<file path="config.mk">
export PLATFORM = sky130hd
export DESIGN_NAME = adc_uart_packer
export DESIGN_NICKNAME = d
export VERILOG_FILES = /design/src/rtl/giraffe_pkg.sv /design/src/rtl/sync_fifo.sv /design/src/rtl/adc_uart_packer.sv
export SDC_FILE = /design/constraint.sdc
export NUM_CORES = 1
export LEC_CHECK = 0
export CAP_MARGIN = 25
export CORE_ASPECT_RATIO = 1.1
export CORE_MARGIN = 2
export CORE_UTILIZATION = 43
export CTS_CLUSTER_DIAMETER = 60
export DETAILED_ROUTE_END_ITERATION = 6
export PLACE_DENSITY_LB_ADDON = 0.15
export SKIP_CTS_REPAIR_TIMING = 1
export SLEW_MARGIN = 5
export SYNTH_ARGS = -nofsm -noshare
export SYNTH_HDL_FRONTEND = slang
export SYNTH_HIERARCHICAL = 1
export SYNTH_SLANG_ARGS = --single-unit
</file>
<file path="constraint.sdc">
create_clock -name clk -period 4.3 [get_ports clk]
set_input_delay 0.43 -clock clk [delete_from_list [all_inputs] [get_ports clk]]
set_output_delay 0.43 -clock clk [all_outputs]
set_load 0.005 [all_outputs]
</file>
<file path="src/rtl/giraffe_pkg.sv">
// giraffe_pkg: shared constants, FSM states and sample packing for the ADC-to-UART path
package giraffe_pkg;
    localparam logic [7:0] HEADER = 8'hA5;
    localparam int FCNT_W = 16;
    localparam int BYTE_W = 8;
    typedef enum logic [2:0] {IDLE, HDR, DATA, CHK, WAIT, DONE} state_t;
    // bit7 stays 0 so a sample byte can never alias the header
    function automatic logic [BYTE_W-1:0] pack_sample(input logic sub, input logic [BYTE_W-3:0] dout);
        return {1'b0, sub, dout};
    endfunction
endpackage

</file>
<file path="src/rtl/sync_fifo.sv">
// sync_fifo: first-word-fall-through FIFO with synchronous flush; push+pop when full both succeed
module sync_fifo #(
    parameter int WIDTH = 8,
    parameter int DEPTH = 16
) (
    input  logic             clk,
    input  logic             nrst,
    input  logic             clr,
    input  logic             push,
    input  logic             pop,
    input  logic [WIDTH-1:0] din,
    output logic [WIDTH-1:0] dout,
    output logic             full,
    output logic             empty
);
    localparam int AW = $clog2(DEPTH);
    logic [WIDTH-1:0] mem [DEPTH];
    logic [AW:0] wp, rp;
    logic do_push, do_pop;
    assign empty = wp == rp;
    assign full = (wp[AW] != rp[AW]) && (wp[AW-1:0] == rp[AW-1:0]);
    assign do_pop = pop && !empty;
    assign do_push = push && (!full || do_pop);
    assign dout = mem[rp[AW-1:0]];
    always_ff @(posedge clk or negedge nrst) begin
        if (!nrst) begin
            wp <= '0;
            rp <= '0;
        end else if (clr) begin
            wp <= '0;
            rp <= '0;
        end else begin
            if (do_push) wp <= wp + (AW+1)'(1);
            if (do_pop) rp <= rp + (AW+1)'(1);
        end
    end
    always_ff @(posedge clk) begin
        if (do_push) mem[wp[AW-1:0]] <= din;
    end
endmodule

</file>
<file path="src/rtl/adc_uart_packer.sv">
// adc_uart_packer: buffers ADC results and streams header/sample/checksum frames to uart_tx
module adc_uart_packer #(
    parameter int NUM_bit = 6,
    parameter int UART_NUM_DATA = 8,
    parameter int FIFO_DEPTH = 16,
    parameter int FRAME_LEN = 64,
    parameter logic [7:0] HEADER = giraffe_pkg::HEADER
) (
    input  logic                            clk,
    input  logic                            nrst,
    input  logic                            start,
    input  logic                            adc_ack,
    input  logic                            adc_ack_sub,
    input  logic [NUM_bit-1:0]              adc_dout,
    output logic [UART_NUM_DATA-1:0]        uart_wdata,
    output logic                            uart_wreq,
    input  logic                            uart_rdy,
    output logic                            busy,
    output logic                            overflow,
    output logic [giraffe_pkg::FCNT_W-1:0]  frame_cnt
);
    import giraffe_pkg::*;
    localparam logic [FCNT_W-1:0] LAST = FCNT_W'(FRAME_LEN);
    state_t st, st_n, ret, ret_n;
    logic [2:0] ack_s;
    logic cap_v;
    logic [UART_NUM_DATA-1:0] cap_b, fifo_q, wdata_n, chk, chk_n;
    logic [FCNT_W-1:0] cnt, cnt_n, fcnt_n;
    logic [1:0] wt, wt_n;
    logic seen, seen_n, wreq_n, busy_n, ovf_n, pop, clr, push, full, empty;

    assign push = cap_v && busy;

    sync_fifo #(.WIDTH(UART_NUM_DATA), .DEPTH(FIFO_DEPTH)) u_fifo (
        .clk(clk), .nrst(nrst), .clr(clr), .push(push), .pop(pop),
        .din(cap_b), .dout(fifo_q), .full(full), .empty(empty)
    );

    // two sync flops, edge detect, then a capture register: FIFO write lands 3 cycles after adc_ack
    always_ff @(posedge clk or negedge nrst) begin
        if (!nrst) begin
            ack_s <= '0;
            cap_v <= 1'b0;
            cap_b <= '0;
        end else begin
            ack_s <= {ack_s[1:0], adc_ack};
            cap_v <= ack_s[1] && !ack_s[2];
            cap_b <= UART_NUM_DATA'(pack_sample(adc_ack_sub, (BYTE_W-2)'(adc_dout)));
        end
    end

    always_comb begin
        st_n = st;
        ret_n = ret;
        wdata_n = uart_wdata;
        wreq_n = 1'b0;
        chk_n = chk;
        cnt_n = cnt;
        wt_n = '0;
        seen_n = 1'b0;
        busy_n = busy;
        fcnt_n = frame_cnt;
        pop = 1'b0;
        clr = 1'b0;
        case (st)
            IDLE: if (start) begin
                st_n = HDR;
                clr = 1'b1;
                chk_n = '0;
                cnt_n = '0;
                busy_n = 1'b1;
            end
            HDR: if (uart_rdy) begin
                wdata_n = UART_NUM_DATA'(HEADER);
                wreq_n = 1'b1;
                ret_n = DATA;
                st_n = WAIT;
            end
            DATA: if (!empty && uart_rdy) begin
                pop = 1'b1;
                wdata_n = fifo_q;
                wreq_n = 1'b1;
                chk_n = chk ^ fifo_q;
                cnt_n = cnt + FCNT_W'(1);
                ret_n = (cnt_n == LAST) ? CHK : DATA;
                st_n = WAIT;
            end
            CHK: if (uart_rdy) begin
                wdata_n = chk;
                wreq_n = 1'b1;
                ret_n = DONE;
                st_n = WAIT;
            end
            // a uart_tx that never drops rdy is assumed to have taken the byte after 4 cycles
            WAIT: if (seen ? uart_rdy : (uart_rdy && wt == 2'd3)) st_n = ret;
                  else begin
                      seen_n = seen || !uart_rdy;
                      wt_n = wt + 2'd1;
                  end
            DONE: begin
                fcnt_n = frame_cnt + FCNT_W'(1);
                busy_n = 1'b0;
                st_n = IDLE;
            end
            default: st_n = IDLE;
        endcase
        ovf_n = (st == IDLE && start) ? 1'b0 : overflow || (push && full && !pop);
    end

    always_ff @(posedge clk or negedge nrst) begin
        if (!nrst) begin
            st <= IDLE;
            ret <= IDLE;
            uart_wdata <= '0;
            uart_wreq <= 1'b0;
            chk <= '0;
            cnt <= '0;
            wt <= '0;
            seen <= 1'b0;
            busy <= 1'b0;
            overflow <= 1'b0;
            frame_cnt <= '0;
        end else begin
            st <= st_n;
            ret <= ret_n;
            uart_wdata <= wdata_n;
            uart_wreq <= wreq_n;
            chk <= chk_n;
            cnt <= cnt_n;
            wt <= wt_n;
            seen <= seen_n;
            busy <= busy_n;
            overflow <= ovf_n;
            frame_cnt <= fcnt_n;
        end
    end
endmodule

</file>
==> results.toml, run 1 <==
[synthesis]
synth_cells = 630
synth_ff_type = "edfxtp_1"
synth_edf_count = 128
synth-seq-area-share_pct = 65.51
async_reset_ff_share_pct = 38.76
synthDistinctLibCells = 58
synth_area_sq_um = 8961
synth-seq-cells = 209
avgSynthCellArea_sq_um = 14.22
yosys_warnings = 6

[cells_and_area]
layout-drive-gt1-share_pct = 12.20
fin_util_pct = 50.34
diodes = 0
final_cells = 953
fin_nets = 701
area_growth_pct = 15.19

[clock_network]
clock_latency_ns = 0.49
clock_path_buffers = 3
htreeDepth = 1
cts_tree = "done"
cts.clk_slew.worst_paths_ns = 0.06
numCtsBuffers = 22
numClockSinks = 209
root_buffer = "clkbuf_16"

[floorplan]
core_area_sq_um = 20510
num_rows = 55
start_util_pct = 43.70
chipWidth_um = 141.6
chipHeight_um = 155.4
ioPinCount = 39
design.die.area_sq_um = 22010

[timing]
period_minus_slack_ns = 3.380
fin_setup_tns_ns = 0
finClkSkew_ns = 0.008345
slew_violations = 0
relSlewSlack_pct = 38.22
hold_viol = 0
max_freq_ghz = 0.2959
setup_violations = 0
rsz0062_at_grt = "false"
tightest_slew_ns = 0.9247
period_share_pct = 78.60

[setup_path]
crit_type = "reg -> reg"
cp-end-kind = "register"
cp-start-kind = "register"
crit_fanout = 27
worstPathArrival_ns = 3.50
cp.required_ns = 4.42

[placed_design]
gp_congestion = 0.7743
dp_hpwl_um = 12320
port_buffers = 38
dp_cells = 911

[grt]
grt_pass1_vias = 5119
busiest_layer = "met2"
met3_usage_pct = 2.493
grtUsageTotal_pct = 17.02
grt_pass1_wl_um = 29330
grt_use_met2_pct = 27.53
grt_max_degree = 66
antenna_found_initial = 0
grt_util_met1_pct = 24.61
grt_remaining_overflow = 0

[route]
drt_wl_total_um = 18320
initialDrtViolationCount = 419
viasPerCell = 5.465
wire_per_inst_um = 19.23
ant_nets = 0
drc = 0
vias = 5208
drt_pass1_iterations = 4

[power]
p_leak_uw = 0.003788
worst_ir_drop_vdd_uv = 354.2
powerDensity_nw_per_um2 = 515.7

[run]
drv_cap = 0

[worst_hold_path]
hp-class = "reg -> reg"

[status]
status = "completed"
==> registers in the layout (all words and copies together), names as in the netlist, 2 cells and up <==
register,flops
u_fifo/mem,128
cnt,16
frame_cnt,16
chk,8
uart_wdata,8
cap_b,7
u_fifo/rp,5
u_fifo/wp,5
ack_s,3
ret,3
st,3
wt,2
==> final timing paths <==
path                                               to                      from  slack (ns)  cells past startpoint
setup reg to reg           u_fifo/mem[7][7]$_DFFE_PP_  u_fifo/wp[2]$_DFFE_PN0P_        0.92                     11
max in group asynchronous    u_fifo/rp[0]$_DFFE_PN0P_                      nrst        3.31                      3
hold reg to reg                    ack_s[1]$_DFF_PN0_        ack_s[0]$_DFF_PN0_        0.35                      0
min in group asynchronous          cnt[0]$_DFFE_PN0P_                      nrst        0.36                      2
hold / removal                     ack_s[1]$_DFF_PN0_        ack_s[0]$_DFF_PN0_        0.35                      0
setup / recovery           u_fifo/mem[7][7]$_DFFE_PP_  u_fifo/wp[2]$_DFFE_PN0P_        0.92                     11
==> metal layers <==
layer	vias to the layer above	part of all wire [%]
li1	2455	-
met1	2616	47
met2	117	48
met3	20	4.3
met4	0	1.6
met5	-	0
==> layout make-up <==
class,count,area [sq um]
clock buffer,34,658.1
clock inverter,6,61.31
multi-input combinational,389,2884
tap,256,320.3
inverter,9,38.79
timing repair buffer,50,488.0
sequential,209,5872
fill,1716,10180
==> kinds of logic (layout without fill, tap and decap cells) <==
| family | count (synthesis) | after routing | share of synthesized area [%] |
|---|---|---|---|
| AO/OA/AOI/OAI | 107 | 107 | 7.219 |
| XOR/XNOR | 29 | 29 | 2.918 |
| adder cells (fa/ha/maj) | 8 | 8 | 1.117 |
| buffers and inverters | 47 | 99 | 3.002 |
| flip-flops | 209 | 209 | 65.51 |
| multiplexers | 44 | 44 | 9.397 |
| other | 1 | 16 | 0.04185 |
| AND/OR/NAND/NOR | 185 | 185 | 10.79 |
==> worst max-delay path, cell delays in order, from the launching register on <==
cell and delay, ns:
dfrtp_1 0.51, xor2_1 0.27, nor4_4 0.07, buf_4 0.17, and2_1 0.17, nand2b_1 0.14
or2_1 0.21, buf_4 0.22, clkinv_4 0.21, nor2_1 0.14, a21o_1 0.26, nor2b_1 0.62
==> report_power, final <==
| part | leakage [uW] | switching (uW) | internal [uW] |
|---|---|---|---|
| Combinational | 0.00121 | 527 | 459 |
| Sequential | 0.00222 | 164 | 2300 |
| Clock | 0.000350 | 750 | 1120 |
==> layout by cell type (no fill, tap or decap), types with 15 or more instances in the layout <==
cell type | netlist | layout
a21oi_1 | 17 | 17
and3_1 | 18 | 18
clkbuf_16 | 0 | 24
clkdlybuf4s50_1 | 0 | 37
conb_1 | 1 | 16
dfrtp_1 | 81 | 80
edfxtp_1 | 128 | 128
mux4_2 | 32 | 32
nand2_1 | 41 | 41
nand4_1 | 16 | 16
nor2_1 | 44 | 44
nor2b_1 | 15 | 15
o21ai_0 | 22 | 22
o21ai_1 | 28 | 28
xnor2_1 | 15 | 15
==> per-stage QoR <==
| step | setup WS [ns] | hold slack, ns | total power [uW] | cell area [sq um] |
|---|---|---|---|---|
| final | 0.9201 | 0.3539 | 5323 | 10320 |
| after global routing | 0.7036 | 0.3478 | 5588 | 10320 |
| after CTS | 0.7034 | -0.2019 | 5386 | 10310 |
| after detailed placement | 0.7236 | 0.3247 | 3509 | 9588 |
| after global placement | 0.8522 | 0.3431 | 3483 | 9560 |
| after floorplan | 1.176 | 0.1344 | 3164 | 9017 |
==> cell usage after synthesis, drive strengths merged, types with 3 or more instances <==
cell type / number / area, sq um
edfxtp: 128 / 3844
dfrtp: 81 / 2027
o21ai: 50 / 250.2
nor2: 45 / 176.4
nand2: 41 / 153.9
mux4: 32 / 720.7
buf: 25 / 181.4
and3: 18 / 112.6
a21oi: 17 / 85.08
nand4: 16 / 100.1
xnor2: 16 / 147.7
nor2b: 15 / 93.84
nand3: 14 / 70.07
clkbuf: 13 / 48.80
xor2: 13 / 113.9
mux2i: 11 / 110.1
a211oi: 8 / 60.06
ha: 8 / 100.1
inv: 8 / 30.03
nor3: 7 / 35.03
nor4: 7 / 65.06
a31oi: 6 / 37.54
and2: 6 / 37.54
a22oi: 5 / 37.54
o22ai: 5 / 31.28
a22o: 3 / 26.28
nor3b: 3 / 22.52
o31ai: 3 / 22.52
(Power assumes the default switching activity.)
==> inputs of run 2 (changes only) <==
Clock period 4.3 ns to 2.9 ns, I/O delays scaled along.
==> results.toml, run 2 (synthesized netlist as in run 1, its figures left out) <==
[placed_design]
gp_congestion = 0.7961
port_buffers = 38
dp_slack_ns = 0.2595
dp_hpwl_um = 12050

[grt]
antenna_found_initial = 0
grt_remaining_overflow = 0
grt_pass1_vias = 5242
busiest_layer = "met2"
met3_usage_pct = 2.709
grt_max_degree = 55
grt_use_met2_pct = 27.85
grt_util_met1_pct = 23.55
grt_pass1_wl_um = 29100
grtUsageTotal_pct = 16.83

[route]
vias = 5235
viasPerCell = 5.425
drt_pass1_iterations = 4
wire_per_inst_um = 18.64
drt_wl_total_um = 17990
ant_nets = 0
drc = 0
initialDrtViolationCount = 381

[clock_network]
cts_tree = "done"
root_buffer = "clkbuf_16"
numCtsBuffers = 22
htreeDepth = 1
cts.clk_slew.worst_paths_ns = 0.06
clock_latency_ns = 0.50
clock_path_buffers = 3
numClockSinks = 209

[power]
p_clk_share_pct = 36.9
p_sw_share_pct = 26.69
powerDensity_nw_per_um2 = 785.9
power_frac_seq_pct = 43.6
p_leak_uw = 0.003880
worst_ir_drop_vdd_uv = 356.3
p_comb_share_pct = 19.5
switchingPower_uw = 2201
cellInternalPower_uw = 6045

[timing]
tightest_slew_ns = 0.9678
period_minus_slack_ns = 2.644
period_share_pct = 91.18
finClkSkew_ns = 0.004790
setup_violations = 0
slew_violations = 0
hold_ws_ns = 0.2216
relSlewSlack_pct = 35.34
hold_viol = 0
layout_setup_ws_ns = 0.2557
rsz0062_at_grt = "false"
fin_setup_tns_ns = 0
max_freq_ghz = 0.3782

[setup_path]
cp-end-kind = "register"
cp.required_ns = 3.06
crit_type = "reg -> reg"
cp-start-kind = "register"
crit_fanout = 15
worstPathArrival_ns = 2.80
rr_worst_depth = 9

[floorplan]
core_area_sq_um = 20510
num_rows = 55
design.die.area_sq_um = 22010
chipHeight_um = 155.4
start_util_pct = 43.70
ioPinCount = 39
chipWidth_um = 141.6

[cells_and_area]
fin_util_pct = 51.17
diodes = 0
layout_commonest_cell = "edfxtp_1"
fin_nets = 713
area_growth_pct = 17.09
final_cell_mix = "edfxtp_1 (128), dfrtp_1 (80), nor2_1 (43), nand2_1 (41), clkdlybuf4s50_1 (37)"
layout-drive-gt1-share_pct = 14.53
largest_reg_flops = 128

[run]
drv_cap = 0

[worst_hold_path]
whs_path_depth = 1
hp-class = "in -> reg"

[status]
status = "completed"
## run 2: power groups by stage
stage / Sequential, uW / Combinational [uW] / Clock (uW)
6_report: 3600 / 1610 / 3040
5_1_grt: 3630 / 1780 / 3230
4_1_cts: 3600 / 1630 / 3110
3_5_place_dp: 3660 / 1620 / 0
3_3_place_gp: 3650 / 1600 / 0
2_1_floorplan: 3620 / 1060 / 0
## run 2: per-layer routing
metal | part of all wire (%) | up-vias
met4 | 1.5 | 0
li1 | - | 2476
met1 | 46 | 2619
met2 | 48 | 121
met3 | 4.3 | 19
met5 | 0 | -
## run 2: final timing paths
kind / from / slack, ns / to
worst min register to register: ack_s[0]$_DFF_PN0_ / 0.35 / ack_s[1]$_DFF_PN0_
max in group asynchronous: nrst / 1.82 / frame_cnt[3]$_DFFE_PN0P_
min in group asynchronous: nrst / 0.37 / uart_wdata[0]$_DFFE_PN0P_
worst max-delay path: u_fifo/rp[0]$_DFFE_PN0P_ / 0.26 / u_fifo/mem[9][1]$_DFFE_PP_
worst max register to register: u_fifo/rp[0]$_DFFE_PN0P_ / 0.26 / u_fifo/mem[9][1]$_DFFE_PP_
worst min-delay path: adc_dout[2] / 0.22 / cap_b[2]$_DFF_PN0_
## run 2: worst max-delay path, stage by stage (launching register included)
cell and delay (ns):
dfrtp_2 0.43, xor2_1 0.24, nor4_4 0.06, and2_1 0.18
nand2b_1 0.15, or2_1 0.26, clkinv_4 0.06, nor2_2 0.05
a21boi_4 0.39, and3_1 0.47
## run 2: final cells by class
type,count,area [sq um]
clock inverters,14,205.2
fillers,1715,10010
flip-flops and latches,209,5872
well taps,256,320.3
inverters,9,38.79
multi-input cells,389,2897
clock buffers,26,586.8
repair buffers,62,573.1
## run 2: stage by stage
step / cells / area (sq um) / total power, uW
after floorplan: 645 / 9030 / 4685
after global routing: 965 / 10490 / 8642
final: 965 / 10490 / 8246
after CTS: 964 / 10480 / 8340
after detailed placement: 924 / 9691 / 5285
after global placement: 924 / 9691 / 5244
==> inputs of run 3 (changes only) <==
Settings changed: SYNTH_HIERARCHICAL 1 to not set.
==> results.toml, run 3 <==
[status]
status = "completed"

[power]
worst_ir_drop_vdd_uv = 461.6
cellInternalPower_uw = 4735
p_comb_share_pct = 13.8
p_clk_share_pct = 36.4
p_sw_share_pct = 26.96
power_frac_seq_pct = 49.8
p_leak_uw = 0.003499
switchingPower_uw = 1748
powerDensity_nw_per_um2 = 671.5

[setup_path]
cp-end-kind = "register"
cp.required_ns = 2.98
crit_type = "reg -> reg"
worstPathArrival_ns = 2.52
cp-start-kind = "register"
crit_fanout = 7

[cells_and_area]
fin_util_pct = 50.90
layout-drive-gt1-share_pct = 16.72
fin_nets = 659
largest_reg_flops = 112
final_cells = 899
diodes = 0
stdcell_area_sq_um = 9654
area_growth_pct = 16.87
final_cell_mix = "edfxtp_1 (112), dfrtp_1 (79), nand2_1 (49), nor2_1 (44), clkdlybuf4s50_1 (37)"
layout_commonest_cell = "edfxtp_1"

[timing]
period_minus_slack_ns = 2.444
slew_violations = 0
setup_violations = 0
relSlewSlack_pct = 39.70
period_share_pct = 84.28
hold_viol = 0
rsz0062_at_grt = "false"
hold_ws_ns = 0.2845
tightest_slew_ns = 0.8977
finClkSkew_ns = 0.009624
fin_setup_tns_ns = 0
max_freq_ghz = 0.4091

[synthesis]
synth.largest_area_cell = "edfxtp_1"
synth_nets = 601
synth_area_leaders = "edfxtp_1 (41%), dfrtp_1 (24%), mux4_2 (7.6%)"
synth_top_family_by_area = "simple AND/OR/NAND/NOR gates"
synth_cells = 581
synth_compound_area_share_pct = 6.347
synth-seq-cells = 192
synth_top_area_share_pct = 40.71
synth-seq-area-share_pct = 64.95
synthMuxAreaShare_pct = 10.75
synthAdderAreaFrac_pct = 1.212
synth_xor_area_share_pct = 3.272
synth_edf_count = 112
avgSynthCellArea_sq_um = 14.22
synth_ff_type = "edfxtp_1"
synth_common_cells = "edfxtp_1 (112), dfrtp_1 (80), nand2_1 (49), nor2_1 (44), nand3_1 (31)"
async_reset_ff_share_pct = 41.67
synthDistinctLibCells = 64
synth-simple-area-share_pct = 11.25
yosys_warnings = 0
synth_most_common_cell = "edfxtp_1"
synth_area_sq_um = 8260

[grt]
grtUsageTotal_pct = 18.32
grt_pass1_wl_um = 27790
grt_max_degree = 61
grt_remaining_overflow = 0
grt_pass1_vias = 4907
antenna_found_initial = 0

[floorplan]
chipWidth_um = 136.2
design.die.area_sq_um = 20340
start_util_pct = 43.55
ioPinCount = 39
chipHeight_um = 149.4
core_area_sq_um = 18970
num_rows = 53

[worst_hold_path]
hp-class = "in -> reg"

[placed_design]
gp_congestion = 0.8193
dp_cells = 866
placed_area_sq_um = 9056
dp_hpwl_um = 11870
port_buffers = 38

[clock_network]
numClockSinks = 192
cts.clk_slew.worst_paths_ns = 0.07
htreeDepth = 4
clock_latency_ns = 0.44
clock_path_buffers = 2
numCtsBuffers = 17
cts_tree = "done"
root_buffer = "clkbuf_16"

[route]
initialDrtViolationCount = 340
viasPerCell = 5.430
ant_nets = 0
drt_pass1_iterations = 4
drc = 0
wire_per_inst_um = 19.54
drt_wl_total_um = 17560
vias = 4882

[run]
drv_cap = 0
run 3: cell count changes in the layout (fill, tap and decap cells not counted), sizes merged, moves of 10 or more:
cell    change
and3       -13
nor2b      -10
conb       -16
nand3      +17
o21ai      -30
edfxtp     -16
run 3: path summary, 6_finish.rpt:
path	from	end	slack [ns]	cells after the start
worst max-delay path	st[2]$_DFFE_PN0P_	u_fifo.mem[6][1]$_DFFE_PP_	0.46	5
worst min-delay path	adc_dout[0]	cap_b[0]$_DFF_PN0_	0.28	1
worst max register to register	st[2]$_DFFE_PN0P_	u_fifo.mem[6][1]$_DFFE_PP_	0.46	5
worst min register to register	ack_s[0]$_DFF_PN0_	ack_s[1]$_DFF_PN0_	0.35	0
max in group asynchronous	nrst	ack_s[2]$_DFF_PN0_	2.00	3
min in group asynchronous	nrst	cnt[6]$_DFFE_PN0P_	0.30	2
run 3: logic make-up (layout without fill, tap and decap cells):
logic type,Yosys count,in the layout
simple gates,189,189
flops,192,192
mux,53,53
fa+ha+maj,8,8
xor+xnor,30,30
buf+inv,36,107
compound gates,73,73
run 3: per-stage QoR:
stage                     setup WS [ns]  power, uW
after floorplan                  0.5331       3782
after global placement           0.4794       4161
after detailed placement         0.3993       4190
after CTS                        0.4245       6525
after global routing             0.2195       6744
final                            0.4558       6483
run 3: power groups by stage:
stage | clock, uW | sequential [uW] | combinational [uW]
finish | 2360 | 3230 | 892
global route | 2510 | 3260 | 980
CTS | 2390 | 3240 | 901
detailed placement | 0 | 3290 | 897
global placement | 0 | 3280 | 879
floorplan | 0 | 3240 | 537
run 3: cell type report:
| type | instances | area, sq um |
|---|---|---|
| inverter | 8 | 30.03 |
| timing repair buffer | 67 | 643.1 |
| fill | 1639 | 9311 |
| clock inverter | 13 | 145.1 |
| multi-input combinational | 353 | 2718 |
| tap | 247 | 309.0 |
| clock buffer | 19 | 442.9 |
| sequential | 192 | 5366 |
run 3: routing by layer:
layer	up-vias	wire length, um	global-route usage (%)
met2	97	8902	30.88
met4	0	161	4.583
met5	-	0	0
met1	2477	7838	24.17
met3	12	661	4.077
li1	2296	-	-
run 3: worst max-delay path: stages (launching register included):
cell and delay (ns):
dfrtp_1 0.39, nor3b_2 0.33, nand2_1 0.25, a31oi_2 0.44, nand2_1 0.20, nor2_1 0.48
